$ cat src/rtl/beta_regfile_sb_if.sv
// rtl/beta_regfile_sb_if.sv - register file write-back, read, scoreboard and clear bundle
// The master side drives addresses, data and issue/clear requests; the slave side is the register file.
interface beta_regfile_sb_if #(
    parameter int XLEN = 32,
    parameter int NREG = 32,
    parameter int NRD  = 2,
    parameter int AW   = $clog2(NREG)
);
    logic              we;
    logic [AW-1:0]     wa;
    logic [XLEN-1:0]   wd;
    logic [NRD*AW-1:0] ra;
    logic [NRD*XLEN-1:0] rd;
    logic [NRD-1:0]    rd_pend;
    logic              iss_valid;
    logic [AW-1:0]     iss_dest;
    logic              clr_req;
    logic              clr_busy;
    logic              clr_done;

    modport master (
        output we, wa, wd, ra, iss_valid, iss_dest, clr_req,
        input  rd, rd_pend, clr_busy, clr_done
    );

    modport slave (
        input  we, wa, wd, ra, iss_valid, iss_dest, clr_req,
        output rd, rd_pend, clr_busy, clr_done
    );
endinterface

$ cat src/rtl/beta_regfile_sb.sv
// rtl/beta_regfile_sb.sv - register file with hard-wired zero register, write-through reads,
// a pending-write scoreboard and a one-entry-per-cycle sequenced clear.
module beta_regfile_sb #(
    parameter int XLEN     = 32,
    parameter int NREG     = 32,
    parameter int NRD      = 2,
    parameter int ZERO_REG = NREG - 1
) (
    input logic             clk,
    input logic             rst,
    beta_regfile_sb_if.slave bus
);
    localparam int AW = $clog2(NREG);
    localparam logic [AW:0]   NREG_W = (AW+1)'(NREG);
    localparam logic [AW-1:0] ZERO_A = AW'(ZERO_REG);
    localparam logic [AW-1:0] LAST_A = AW'(NREG - 1);

    typedef enum logic {IDLE, CLEAR} state_t;

    state_t          state, stateNext;
    logic [AW-1:0]   cidx, cidxNext;
    logic            clrDone, clrDoneNext;
    logic [NREG-1:0] pend, pendNext;
    logic [XLEN-1:0] mem [NREG];
    logic            wrEn, issEn;

    // Addresses naming the zero register or lying past the file behave as absent.
    function automatic logic addrOk(input logic [AW-1:0] a);
        return (a != ZERO_A) && ({1'b0, a} < NREG_W);
    endfunction

    assign wrEn  = bus.we && addrOk(bus.wa) && (state == IDLE);
    assign issEn = bus.iss_valid && addrOk(bus.iss_dest) && (state == IDLE);

    always_comb begin
        stateNext   = state;
        cidxNext    = cidx;
        clrDoneNext = 1'b0;
        case (state)
            IDLE: begin
                if (bus.clr_req) begin
                    stateNext = CLEAR;
                    cidxNext  = '0;
                end
            end
            CLEAR: begin
                // cidx parks on the last entry; the next clear request rewinds it.
                if (cidx == LAST_A) begin
                    stateNext   = IDLE;
                    clrDoneNext = 1'b1;
                end else begin
                    cidxNext = cidx + 1'b1;
                end
            end
            default: stateNext = CLEAR;
        endcase
    end

    always_ff @(posedge clk or negedge rst) begin
        if (!rst) begin
            state   <= CLEAR;
            cidx    <= '0;
            clrDone <= 1'b0;
        end else begin
            state   <= stateNext;
            cidx    <= cidxNext;
            clrDone <= clrDoneNext;
        end
    end

    // A same-cycle issue to the write-back target leaves the entry pending.
    always_comb begin
        pendNext = pend;
        if (state == CLEAR) begin
            pendNext[cidx] = 1'b0;
        end else begin
            if (wrEn)  pendNext[bus.wa]       = 1'b0;
            if (issEn) pendNext[bus.iss_dest] = 1'b1;
        end
    end

    always_ff @(posedge clk or negedge rst) begin
        if (!rst) pend <= '0;
        else      pend <= pendNext;
    end

    always_ff @(posedge clk) begin
        if (state == CLEAR) mem[cidx] <= '0;
        else if (wrEn)      mem[bus.wa] <= bus.wd;
    end

    for (genvar i = 0; i < NRD; i++) begin : g_rd
        logic [AW-1:0] a;
        logic          hit;
        assign a   = bus.ra[i*AW +: AW];
        assign hit = (state == IDLE) && addrOk(a);
        assign bus.rd[i*XLEN +: XLEN] = !hit ? '0 :
                                        (bus.we && bus.wa == a) ? bus.wd : mem[a];
        assign bus.rd_pend[i] = hit && pend[a];
    end

    assign bus.clr_busy = (state == CLEAR);
    assign bus.clr_done = clrDone;
endmodule

$ cat src/flat_wrapper.sv
// flat-port wrapper written by rule: the top's interface ports become plain ports
module beta_regfile_sb_flat 
#(
    parameter int XLEN     = 32,
    parameter int NREG     = 32,
    parameter int NRD      = 2,
    parameter int ZERO_REG = NREG - 1
)
  (clk, rst, bus_we, bus_wa, bus_wd, bus_ra, bus_iss_valid, bus_iss_dest, bus_clr_req, bus_rd, bus_rd_pend, bus_clr_busy, bus_clr_done);
  beta_regfile_sb_if #(.XLEN(XLEN), .NREG(NREG), .NRD(NRD), .AW((5))) bus_i ();
  input logic clk;
  input logic rst;
  input wire logic [$bits(bus_i.we)-1:0] bus_we;
  input wire logic [$bits(bus_i.wa)-1:0] bus_wa;
  input wire logic [$bits(bus_i.wd)-1:0] bus_wd;
  input wire logic [$bits(bus_i.ra)-1:0] bus_ra;
  input wire logic [$bits(bus_i.iss_valid)-1:0] bus_iss_valid;
  input wire logic [$bits(bus_i.iss_dest)-1:0] bus_iss_dest;
  input wire logic [$bits(bus_i.clr_req)-1:0] bus_clr_req;
  output wire logic [$bits(bus_i.rd)-1:0] bus_rd;
  output wire logic [$bits(bus_i.rd_pend)-1:0] bus_rd_pend;
  output wire logic [$bits(bus_i.clr_busy)-1:0] bus_clr_busy;
  output wire logic [$bits(bus_i.clr_done)-1:0] bus_clr_done;
  assign bus_i.we = bus_we;
  assign bus_i.wa = bus_wa;
  assign bus_i.wd = bus_wd;
  assign bus_i.ra = bus_ra;
  assign bus_i.iss_valid = bus_iss_valid;
  assign bus_i.iss_dest = bus_iss_dest;
  assign bus_i.clr_req = bus_clr_req;
  assign bus_rd = bus_i.rd;
  assign bus_rd_pend = bus_i.rd_pend;
  assign bus_clr_busy = bus_i.clr_busy;
  assign bus_clr_done = bus_i.clr_done;
  beta_regfile_sb #(.XLEN(XLEN), .NREG(NREG), .NRD(NRD), .ZERO_REG(ZERO_REG)) u_core (.clk(clk), .rst(rst), .bus(bus_i));
endmodule
$ cat config.mk
export PLATFORM = sky130hd
export DESIGN_NAME = beta_regfile_sb_flat
export DESIGN_NICKNAME = d
export VERILOG_FILES = /design/src/rtl/beta_regfile_sb_if.sv /design/src/rtl/beta_regfile_sb.sv /design/src/flat_wrapper.sv
export SDC_FILE = /design/constraint.sdc
export NUM_CORES = 1
export LEC_CHECK = 0
export CORE_UTILIZATION = 60
export CTS_CLUSTER_DIAMETER = 30
export CTS_CLUSTER_SIZE = 28
export DETAILED_ROUTE_END_ITERATION = 6
export GPL_TIMING_DRIVEN = 0
export HOLD_SLACK_MARGIN = 0.06
export PLACE_DENSITY = 0.82
export SLEW_MARGIN = 20
export SYNTH_ARGS = -nofsm -noshare
export SYNTH_HDL_FRONTEND = slang
export SYNTH_SLANG_ARGS = --single-unit
$ cat constraint.sdc
create_clock -name clk -period 6.2 [get_ports clk]
set_input_delay 0.62 -clock clk [delete_from_list [all_inputs] [get_ports clk]]
set_output_delay 0.62 -clock clk [all_outputs]
set_load 0.05 [all_outputs]
==> results.cfg <==
[logic_synthesis]
synth_largest_area_cell = edfxtp_1
synthCells = 2816
synth-seq-cells = 1063
ys_top_cells_by_area = edfxtp_1 (59%), mux4_2 (20%), mux2i_1 (5.0%)
synth_fp_nets = 2878
yosys_most_used_dff = edfxtp_1
synth_edf_count = 1024
ys_seq_area_frac = 0.613
synth_top_area_frac = 0.594
async_reset_ff_frac = 0.0367
yosys_warnings = 0
syn_area_sq_mm = 0.0517
syn-mean-instance-area_sq_um = 18.4
ys_types = 67

[power]
sw_frac_of_total = 0.293
cellLeakagePower_nw = 21.6
finalPower_mw = 24.4
vdd_drop_max_mv = 0.361
power_density_mw_per_mm2 = 390
internal_power_mw = 17.2
p_clk_frac = 0.456
power_switching_mw = 7.15
seqPwrFrac = 0.375
combPwrFrac = 0.169

[die]
start_util = 0.607
ios = 125
chipHeight_microns = 296
core_area_sq_mm = 0.0853
rows = 107
die_area_sq_mm = 0.0874
die_width_microns = 296

[setup_path]
critPathArrivalTime_ns = 5.01
cp-end-kind = output pin
crit_type = in2out
cp.required_ns = 5.58
rr_startpoint = u_core.cidx[2]
r2r_cells = 6
r2r-end = u_core.mem[5][9]
cp-start-kind = input port
r2r_setup_slack_ns = 2.47
cp_max_fo = 10

[final_layout]
final_common_cell = edfxtp_1
final_core_util = 0.733
nets = 3233
num-fill-cells = 4634
area_growth_pct = 20.9
drive_gt1_frac = 0.333
final_cell_mix = edfxtp_1 (1024), mux4_2 (469), mux2i_1 (259), clkbuf_16 (197), o22ai_1 (124)

[run_status]
status = finished with violations
violations = DRC

[detailed_routing]
avgViaCountPerCell = 8.04
drc = 96
first_iter_violations = 6563
vias = 36103
wire_per_inst_microns = 42.0
routed_wl_microns = 189000
firstDrtPassIters = 7
ant_nets = 0

[timing]
hold_ws_ns = 0.305
drv_slew = 0
finalClockSkew_ns = 0.0646
rsz0062_at_grt = no
fin_crit_ns = 5.63
slew_headroom = 0.157
setup_viol = 0
worst_slew_pin_slew_ns = 1.26
fmax_mhz = 177
setup_tns_ns = 0
hold_viol_final = 0
finalCritPeriodShare = 0.909

[placed_design]
gp_congestion = 1.04
dp_hpwl_microns = 119000
port_buffers = 110

[cts]
ctsResizeCount = 0
cts-root-buf = clkbuf_16
clkTransAtPathRegs_ns = 0.04
cts_htree_levels = 4
cts_buffers = 195
clk-insertion-delay-late_ns = 0.81
clk_path_buf_depth = 3
cts_tree = done
cts_num_sinks = 1063
cts_setup_buffers = 0

[run]
maxCapViolations = 0

[global_routing]
gr-total-overflow = 0
grt-busiest-layer = met2
gr-usage-met1 = 0.532
use_met3 = 0.182
grt_max_degree = 33
antenna_found_initial = 11
grt_pass1_vias = 36682
grt_usage = 0.438
use_met2 = 0.643
grt_pass1_wl_microns = 264000

[hold_path]
hold_class = in2async
==> final cells by class <==
class / instances / area, sq um / area share
multi-input combinational: 1509 / 18800 / 0.301
inverter: 14 / 52.6 / 0.000840
buffer: 230 / 1490 / 0.0238
clock buffer: 213 / 4990 / 0.0798
antenna: 2 / 5.00 / 0.0000800
sequential: 1063 / 31700 / 0.507
clock inverter: 157 / 1910 / 0.0305
tap: 1144 / 1430 / 0.0229
timing repair buffer: 158 / 2140 / 0.0341
==> critical path, stage by stage <==
cell and delay [ns]:
buf_2 0.21, buf_4 0.32, buf_2 0.45, buf_2 0.52, mux2i_1 0.20, mux2i_1 0.78
o22ai_1 0.24, nor3_1 0.69, clkdlybuf4s50_1 0.94
==> timing repair <==
item / 4_1_cts / 5_1_grt
hold endpoints to repair: 11 / 0
hold buffers: 1 / 0
setup endpoints to repair: 0 / 0
==> Yosys cell counts (5+ instances only) <==
master,count
nor2b_1,10
o31ai_1,7
a21oi_1,20
xnor2_1,5
buf_4,64
dfrtp_1,38
xor2_1,8
edfxtp_1,1024
o211a_1,29
buf_1,6
buf_2,67
a22oi_1,56
and2_1,35
nor3_1,67
nand2b_1,40
mux4_2,469
o21bai_1,5
nand2_1,93
o21a_1,31
ha_1,5
a32oi_1,7
mux2_2,12
mux2i_1,259
buf_6,24
mux4_1,22
o21ai_0,67
nand3_1,6
clkbuf_1,56
a211oi_1,6
clkbuf_8,6
nor2_1,47
o22ai_1,124
o211ai_1,29
inv_1,14
==> power groups by stage <==
stage               combinational [mW]  sequential, mW  clock, mW
finish                            4.12            9.15       11.1
global route                      4.13            9.17       11.4
CTS                               3.93            9.12       11.0
detailed placement                3.85            9.20          0
global placement                  3.35            9.20          0
floorplan                         2.13            9.10          0
==> worst max path at each step <==
stage,start,end,cells after the start
floorplan,bus_ra[7],bus_rd[44],7
finish,bus_ra[2],bus_rd[15],9
global route,bus_ra[2],bus_rd[15],9
detailed placement,bus_ra[2],bus_rd[17],9
global placement,bus_wa[2],u_core.mem[7][7],5
CTS,bus_ra[2],bus_rd[17],9
==> registers in the layout, summed over array words and instances (netlist names) <==
name and flops:
u_core.mem 1024, u_core.bus.clr_busy 1, u_core.cidx 5, u_core.bus.clr_done 1
u_core.pend 32
==> through the flow <==
stage / instance area, sq um / setup slack [ns] / std cells
5_1_grt: 62500 / 0.754 / 4489
3_5_place_dp: 55600 / 1.19 / 4117
3_3_place_gp: 54300 / -0.261 / 4070
2_1_floorplan: 51700 / 2.15 / 2816
6_report: 62500 / 0.565 / 4490
4_1_cts: 62500 / 1.13 / 4488
==> cells by family (layout without fill, tap and decap cells) <==
family,after synthesis,in the layout,synth area share
AOI/OAI and AO/OA,401,401,0.0532
xor gates and xnor gates,13,13,0.00220
adders and majority gates,5,5,0.00121
buffers and inverters,244,772,0.0298
DFF,1063,1063,0.613
muxes,763,763,0.268
other,0,2,0
and+or+nand+nor,327,327,0.0320
==> layer usage <==
metal  wire length, microns  up-vias
met4                  15800       26
li1                       -    12797
met1                  58000    17773
met5                    294        -
met2                  83000     4376
met3                  31800     1131
No activity file was read; power rests on OpenSTA's default activity.
